## src/rtl/regfile_wb_arbiter_if.sv

```systemverilog
// Bundle between decode/writeback units and the register-file write controller.
`default_nettype none

interface regfile_wb_arbiter_if #(
  parameter int AW = 5,
  parameter int DW = 16
);
  logic          en_i;
  logic          wb0_valid_i;
  logic [AW-1:0] wb0_sel_i;
  logic [DW-1:0] wb0_data_i;
  logic          wb0_ready_o;
  logic          wb1_valid_i;
  logic [AW-1:0] wb1_sel_i;
  logic [DW-1:0] wb1_data_i;
  logic          wb1_ready_o;
  logic          issue_i;
  logic [AW-1:0] issue_sel_i;
  logic [AW-1:0] rd_a_sel_i;
  logic [AW-1:0] rd_b_sel_i;
  logic          hazard_o;
  logic          issue_stall_o;
  logic          rf_en_o;
  logic          rf_wr_o;
  logic [AW-1:0] rf_wr_sel_o;
  logic [DW-1:0] rf_ld_o;
  logic          init_done_o;

  modport slave (
    input  en_i, wb0_valid_i, wb0_sel_i, wb0_data_i,
    input  wb1_valid_i, wb1_sel_i, wb1_data_i,
    input  issue_i, issue_sel_i, rd_a_sel_i, rd_b_sel_i,
    output wb0_ready_o, wb1_ready_o, hazard_o, issue_stall_o,
    output rf_en_o, rf_wr_o, rf_wr_sel_o, rf_ld_o, init_done_o
  );

  modport master (
    output en_i, wb0_valid_i, wb0_sel_i, wb0_data_i,
    output wb1_valid_i, wb1_sel_i, wb1_data_i,
    output issue_i, issue_sel_i, rd_a_sel_i, rd_b_sel_i,
    input  wb0_ready_o, wb1_ready_o, hazard_o, issue_stall_o,
    input  rf_en_o, rf_wr_o, rf_wr_sel_o, rf_ld_o, init_done_o
  );
endinterface

`default_nettype wire

```

## src/rtl/regfile_wb_arbiter.sv

```systemverilog
// Register-file write controller: post-reset zero-fill, two-port round-robin
// writeback arbitration and a pending-write scoreboard for decode hazards.
`default_nettype none

module regfile_wb_arbiter #(
  parameter int NREGS = 32,
  parameter int AW    = 5,
  parameter int DW    = 16
) (
  input  logic                 clk_i,
  input  logic                 rst_i,
  regfile_wb_arbiter_if.slave  bus
);

  localparam logic [0:0]    S_CLEAR   = 1'b0;
  localparam logic [0:0]    S_RUN     = 1'b1;
  localparam logic [AW-1:0] LAST_REG  = AW'(NREGS - 1);

  logic [0:0]       state;
  logic [0:0]       state_next;
  logic [AW-1:0]    fill_cnt;
  logic [NREGS-1:0] busy;
  logic [NREGS-1:0] busy_next;
  logic             last_grant;
  logic             last_grant_next;
  logic             grant0;
  logic             grant1;
  logic             run_en;

  logic          rf_en;
  logic          rf_wr;
  logic [AW-1:0] rf_wr_sel;
  logic [DW-1:0] rf_ld;
  logic          init_done;

  always_ff @(posedge clk_i or posedge rst_i) begin
    if (rst_i) state <= S_CLEAR;
    else       state <= state_next;
  end

  always_comb begin
    state_next = state;
    if (state == S_CLEAR && fill_cnt == LAST_REG) state_next = S_RUN;
  end

  // last_grant only moves on a tie, so a lone request never disturbs the rotation.
  always_comb begin
    run_en          = (state == S_RUN) && bus.en_i;
    grant0          = run_en && bus.wb0_valid_i && (!bus.wb1_valid_i || last_grant);
    grant1          = run_en && bus.wb1_valid_i && (!bus.wb0_valid_i || !last_grant);
    last_grant_next = last_grant;
    if (run_en && bus.wb0_valid_i && bus.wb1_valid_i) last_grant_next = grant1;

    busy_next = busy;
    if (grant0)                busy_next[bus.wb0_sel_i]   = 1'b0;
    if (grant1)                busy_next[bus.wb1_sel_i]   = 1'b0;
    if (run_en && bus.issue_i) busy_next[bus.issue_sel_i] = 1'b1;

    bus.wb0_ready_o   = grant0;
    bus.wb1_ready_o   = grant1;
    bus.hazard_o      = (state == S_RUN) && (busy[bus.rd_a_sel_i] || busy[bus.rd_b_sel_i]);
    bus.issue_stall_o = (state == S_RUN) && busy[bus.issue_sel_i];
  end

  always_ff @(posedge clk_i or posedge rst_i) begin
    if (rst_i) begin
      fill_cnt   <= '0;
      busy       <= '0;
      last_grant <= 1'b1;
      rf_en      <= 1'b0;
      rf_wr      <= 1'b0;
      rf_wr_sel  <= '0;
      rf_ld      <= '0;
      init_done  <= 1'b0;
    end else if (state == S_CLEAR) begin
      fill_cnt  <= fill_cnt + AW'(1);
      rf_en     <= 1'b1;
      rf_wr     <= 1'b1;
      rf_wr_sel <= fill_cnt;
      rf_ld     <= '0;
    end else begin
      busy       <= busy_next;
      last_grant <= last_grant_next;
      rf_en      <= bus.en_i;
      init_done  <= 1'b1;
      rf_wr      <= grant0 || grant1;
      if (grant0) begin
        rf_wr_sel <= bus.wb0_sel_i;
        rf_ld     <= bus.wb0_data_i;
      end else if (grant1) begin
        rf_wr_sel <= bus.wb1_sel_i;
        rf_ld     <= bus.wb1_data_i;
      end
    end
  end

  assign bus.rf_en_o     = rf_en;
  assign bus.rf_wr_o     = rf_wr;
  assign bus.rf_wr_sel_o = rf_wr_sel;
  assign bus.rf_ld_o     = rf_ld;
  assign bus.init_done_o = init_done;

endmodule

`default_nettype wire

```

## src/flat_wrapper.sv

```systemverilog
// flat-port wrapper written by rule: the top's interface ports become plain ports
module regfile_wb_arbiter_flat 
#(
  parameter int NREGS = 32,
  parameter int AW    = 5,
  parameter int DW    = 16
)
  (clk_i, rst_i, bus_en_i, bus_wb0_valid_i, bus_wb0_sel_i, bus_wb0_data_i, bus_wb1_valid_i, bus_wb1_sel_i, bus_wb1_data_i, bus_issue_i, bus_issue_sel_i, bus_rd_a_sel_i, bus_rd_b_sel_i, bus_wb0_ready_o, bus_wb1_ready_o, bus_hazard_o, bus_issue_stall_o, bus_rf_en_o, bus_rf_wr_o, bus_rf_wr_sel_o, bus_rf_ld_o, bus_init_done_o);
  regfile_wb_arbiter_if #(.AW(AW), .DW(DW)) bus_i ();
  input  logic clk_i;
  input  logic rst_i;
  input wire logic [$bits(bus_i.en_i)-1:0] bus_en_i;
  input wire logic [$bits(bus_i.wb0_valid_i)-1:0] bus_wb0_valid_i;
  input wire logic [$bits(bus_i.wb0_sel_i)-1:0] bus_wb0_sel_i;
  input wire logic [$bits(bus_i.wb0_data_i)-1:0] bus_wb0_data_i;
  input wire logic [$bits(bus_i.wb1_valid_i)-1:0] bus_wb1_valid_i;
  input wire logic [$bits(bus_i.wb1_sel_i)-1:0] bus_wb1_sel_i;
  input wire logic [$bits(bus_i.wb1_data_i)-1:0] bus_wb1_data_i;
  input wire logic [$bits(bus_i.issue_i)-1:0] bus_issue_i;
  input wire logic [$bits(bus_i.issue_sel_i)-1:0] bus_issue_sel_i;
  input wire logic [$bits(bus_i.rd_a_sel_i)-1:0] bus_rd_a_sel_i;
  input wire logic [$bits(bus_i.rd_b_sel_i)-1:0] bus_rd_b_sel_i;
  output wire logic [$bits(bus_i.wb0_ready_o)-1:0] bus_wb0_ready_o;
  output wire logic [$bits(bus_i.wb1_ready_o)-1:0] bus_wb1_ready_o;
  output wire logic [$bits(bus_i.hazard_o)-1:0] bus_hazard_o;
  output wire logic [$bits(bus_i.issue_stall_o)-1:0] bus_issue_stall_o;
  output wire logic [$bits(bus_i.rf_en_o)-1:0] bus_rf_en_o;
  output wire logic [$bits(bus_i.rf_wr_o)-1:0] bus_rf_wr_o;
  output wire logic [$bits(bus_i.rf_wr_sel_o)-1:0] bus_rf_wr_sel_o;
  output wire logic [$bits(bus_i.rf_ld_o)-1:0] bus_rf_ld_o;
  output wire logic [$bits(bus_i.init_done_o)-1:0] bus_init_done_o;
  assign bus_i.en_i = bus_en_i;
  assign bus_i.wb0_valid_i = bus_wb0_valid_i;
  assign bus_i.wb0_sel_i = bus_wb0_sel_i;
  assign bus_i.wb0_data_i = bus_wb0_data_i;
  assign bus_i.wb1_valid_i = bus_wb1_valid_i;
  assign bus_i.wb1_sel_i = bus_wb1_sel_i;
  assign bus_i.wb1_data_i = bus_wb1_data_i;
  assign bus_i.issue_i = bus_issue_i;
  assign bus_i.issue_sel_i = bus_issue_sel_i;
  assign bus_i.rd_a_sel_i = bus_rd_a_sel_i;
  assign bus_i.rd_b_sel_i = bus_rd_b_sel_i;
  assign bus_wb0_ready_o = bus_i.wb0_ready_o;
  assign bus_wb1_ready_o = bus_i.wb1_ready_o;
  assign bus_hazard_o = bus_i.hazard_o;
  assign bus_issue_stall_o = bus_i.issue_stall_o;
  assign bus_rf_en_o = bus_i.rf_en_o;
  assign bus_rf_wr_o = bus_i.rf_wr_o;
  assign bus_rf_wr_sel_o = bus_i.rf_wr_sel_o;
  assign bus_rf_ld_o = bus_i.rf_ld_o;
  assign bus_init_done_o = bus_i.init_done_o;
  regfile_wb_arbiter #(.NREGS(NREGS), .AW(AW), .DW(DW)) u_core (.clk_i(clk_i), .rst_i(rst_i), .bus(bus_i));
endmodule
```

## config.mk

```make
export PLATFORM = sky130hd
export DESIGN_NAME = regfile_wb_arbiter_flat
export DESIGN_NICKNAME = d
export VERILOG_FILES = /design/src/rtl/regfile_wb_arbiter_if.sv /design/src/rtl/regfile_wb_arbiter.sv /design/src/flat_wrapper.sv
export SDC_FILE = /design/constraint.sdc
export NUM_CORES = 1
export LEC_CHECK = 0
export CAP_MARGIN = 0
export CORE_MARGIN = 1.5
export CORE_UTILIZATION = 45
export DETAILED_ROUTE_END_ITERATION = 16
export DONT_BUFFER_PORTS = 1
export PLACE_DENSITY = 0.71
export SLEW_MARGIN = 25
export SYNTH_ARGS = -nofsm -noshare
export SYNTH_HDL_FRONTEND = slang
export SYNTH_SLANG_ARGS = --single-unit
```

## constraint.sdc

```tcl
create_clock -name clk_i -period 1.65 [get_ports clk_i]
set_input_delay 0.2475 -clock clk_i [delete_from_list [all_inputs] [get_ports clk_i]]
set_output_delay 0.2475 -clock clk_i [all_outputs]
set_load 0.005 [all_outputs]
```

==> metrics.md <==
| Metric | Value |
|---|---|
| Residual DRC | `0` |
| Area growth syn-to-layout | `24.9%` |
| Hpwl dp | `8.64 mm` |
| Crit path max-delay family | `flip-flops` |
| Status | `finished with violations` |
| Syn Inst Count | `388` |
| Crit path buffers/inverters | `0` |
| DR vias/cell | `6.64` |
| Number of buffers inserted by port buffering | `0` |
| Yosys warns | `0` |
| Post-Synth XOR/XNOR Area | `0.873%` |
| Peak VDD IR | `509 µV` |
| # setup viols final | `34` |
| Fin crit share | `132%` |
| Final Hold Viols | `0` |
| Initial DRC Count | `389` |
| Routed WL per cell | `22.7 µm` |
| Drt first pass iters | `5` |
| Leading area contributor after synthesis | `dfrtp_1` |
| Unrepaired setup endpoints after global routing | `yes` |
| Power per cell area | `855 nW/µm²` |
| CTS max path bufs | `2` |
| Netlist Area Pre-Place | `4020 µm²` |
| Largest family of logic cells by synthesized area | `compound AO/OA/AOI/OAI gates` |
| Post-route ant nets | `0` |
| Total wire length | `12.4 mm` |
| CP Max Fanout | `4` |
| Largest net degree at the start of global routing | `64` |
| Synth Area in Adders | `0.623%` |
| Crit path capture type | `output port` |
| Normalized max-slew margin | `52.1%` |
| Worst path max stage delay | `0.46 ns` |
| Final layout net count | `499` |
| First-pass GRT wire length | `19.0 mm` |
| Yosys reg bits | `63` |
| Mean post-synth cell area | `10.3 µm²` |
| Clk_skew | `0.0108 ns` |
| H-tree Lvls | `3` |
| TritonCTS buffer count | `9` |
| DR vias | `3632` |
| Critical-path cell list | `mux4_2, nor4bb_1, a41o_1, nor3_1, a21oi_1` |
| Final Critical Period | `2.17 ns` |
| Worst slack, placed | `-0.149 ns` |
| Failing checks | `negative setup slack` |
| Seq/Total Area, Yosys | `39.3%` |
| Die Width | `97.5 µm` |
| Starting Density | `46.3%` |
| Core area | `8680 µm²` |
| Io pins | `91` |
| Worst Path Arrival | `1.92 ns` |
| Antenna cells | `0` |
| Final WS setup | `-0.522 ns` |
| Max cap viols | `0` |
| Initial antenna violation count | `0` |
| Worst EP required | `1.40 ns` |
| Worst-margin pin slew | `0.717 ns` |
| CTS tree | `done` |
| Vias in the first global route | `3538` |
| Synth cell types | `51` |
| Post-DP Area | `4400 µm²` |
| Hold crit path type | `primary input to flip-flop` |
| Max Transition Viols Final | `0` |
| Standby leakage power | `2.11 nW` |
| Achievable Freq | `0.460 GHz` |
| Compound-cell area share of the yosys netlist | `19.9%` |
| Most area-consuming cells after synthesis | `dfrtp_1, mux4_2, a22o_1` |
| Critical-path top delay cell | `dfrtp_2` |
| Total negative setup slack | `-4.27 ns` |
| Mapped Nets | `453` |
| GR Overflow Total | `0` |
| GRT Total Usage | `25.6%` |
| CP startpoint kind | `flip-flop` |
| Clk sinks | `63` |
| Post-synthesis mux area share | `16.2%` |
| Die height | `97.5 µm` |
| Reg clk slew, reported paths | `0.07 ns` |
| Rows | `34` |
| GP Congestion | `1.02` |
| Die ar. | `9500 µm²` |
| Final instance area | `5020 µm²` |
| Ratio of cells with drive above 1 in the final layout | `36.0%` |
| R2R Setup Slk | `-0.19 ns` |
| Filler Cells Inserted | `721` |
| Clk_lat worst skew | `0.34 ns` |
| Crit Path Class | `flip-flop to output port` |
| Post-synth top area share | `38.6%` |
| Synth Area in Simple Gates | `18.9%` |
| Clock Tree Root | `clkbuf_8` |
==> cell usage after synthesis (all sizes together) <==
cell type  instances
dfrtp             62
nand4              4
mux4              22
nand3b             1
dfstp              1
inv                7
o41ai              1
o21ai              4
and3               7
xnor2              4
a21o               1
nor2              37
a311oi            16
a41o               1
a21oi              2
nand2             50
a211o              1
and3b              3
a22oi             32
nor2b              6
a222oi             1
a211oi             1
nor4               2
mux2i              5
nand2b             4
mux2               8
or2                3
o2111ai            1
o221ai             1
nor3               9
nor3b             11
nor4bb             1
nand4b             4
buf               14
clkbuf            18
a31oi              4
o211ai             1
a32o               4
ha                 2
nand3              4
a22o              28
==> flip-flops by register name, indices dropped and copies added (netlist names) <==
signal	flops
u_core.bus.rf_wr_o	1
u_core.busy	32
u_core.bus.init_done_o	1
u_core.last_grant	1
u_core.bus.rf_en_o	1
u_core.fill_cnt	5
u_core.state	1
u_core.bus.rf_wr_sel_o	5
u_core.bus.rf_ld_o	16
==> what timing repair did <==
action                                  in CTS  in global routing
pin swaps                                   12                 26
buffers inserted                             7                 12
cloned                                       0                  2
hold endpoints to repair                    62                  0
hold buffers                                 1                  0
endpoints found under the setup margin      34                 40
resized for setup                           29                 40
==> layout by cell type (no fill, tap or decap), drive strengths merged, types with 4 or more instances in the layout <==
cell type	Yosys	routed
buf	14	64
dfrtp	62	62
nand2	50	50
nor2	37	37
a22oi	32	32
a22o	28	28
mux4	22	22
a311oi	16	16
clkbuf	18	14
nor3b	11	11
nor3	9	9
mux2	8	8
and3	7	7
nor2b	6	6
inv	7	6
mux2i	5	5
nand4b	4	4
a31oi	4	4
xnor2	4	4
a32o	4	4
nand4	4	4
nand2b	4	4
o21ai	4	4
nand3	4	4
==> through the flow <==
stage	util [%]	power (mW)	instances	hold WS, ns
after floorplan	-	2.70	388	0.356
after global placement	50.7	2.94	511	0.229
after detailed placement	50.7	2.96	511	0.234
after CTS	54.4	4.16	535	0.000112
after global routing	57.8	4.50	547	0.0102
final	57.8	4.29	547	0.00932
==> report_power, final <==
| part | internal (mW) | switching (mW) |
|---|---|---|
| logic | 0.639 | 0.467 |
| registers | 1.81 | 0.237 |
| clock network | 0.539 | 0.595 |
| total | 2.99 | 1.30 |
==> routing by layer <==
layer | vias to the layer above | track usage [%] | wire [µm]
met5 | - | 0 | 0
met4 | 0 | 8.79 | 288
met3 | 29 | 6.33 | 1190
met2 | 234 | 40.7 | 6080
met1 | 1780 | 34.5 | 4840
li1 | 1589 | - | -
==> final cells by class <==
type                    instances  area [µm²]  area share [%]
flip-flops and latches         63        1580            31.5
clock buffers                  12         135            2.69
clock inverters                 4        22.5           0.449
well taps                     108         135            2.69
repair buffers                 67         622            12.4
inverters                       7        37.5           0.748
multi-input cells             286        2480            49.5
==> logic make-up (layout without fill, tap and decap cells) <==
| logic type | Yosys count | in the layout |
|---|---|---|
| buffers and inverters | 39 | 90 |
| flip-flops | 63 | 63 |
| AO/OA/AOI/OAI | 99 | 99 |
| multiplexers | 35 | 35 |
| AND/OR/NAND/NOR | 146 | 146 |
| XOR/XNOR | 4 | 4 |
| adder cells (fa/ha/maj) | 2 | 2 |
==> path summary, 6_finish.rpt <==
check | startpoint | end | cells after the start
min reg2reg | u_core.fill_cnt[3]$_DFFE_PP0N_ | u_core.fill_cnt[3]$_DFFE_PP0N_ | 1
min in group asynchronous | rst_i | u_core.busy[8]$_DFFE_PP0P_ | 3
max reg2reg | u_core.state$_DFFE_PP0P_ | u_core.busy[17]$_DFFE_PP0P_ | 9
min | bus_en_i | u_core.bus.rf_en_o$_DFF_PP0_ | 1
max | u_core.busy[3]$_DFFE_PP0P_ | bus_hazard_o | 5
max in group asynchronous | rst_i | u_core.last_grant$_DFFE_PP1P_ | 3
Note: power is estimated with default switching activity, not from simulation.
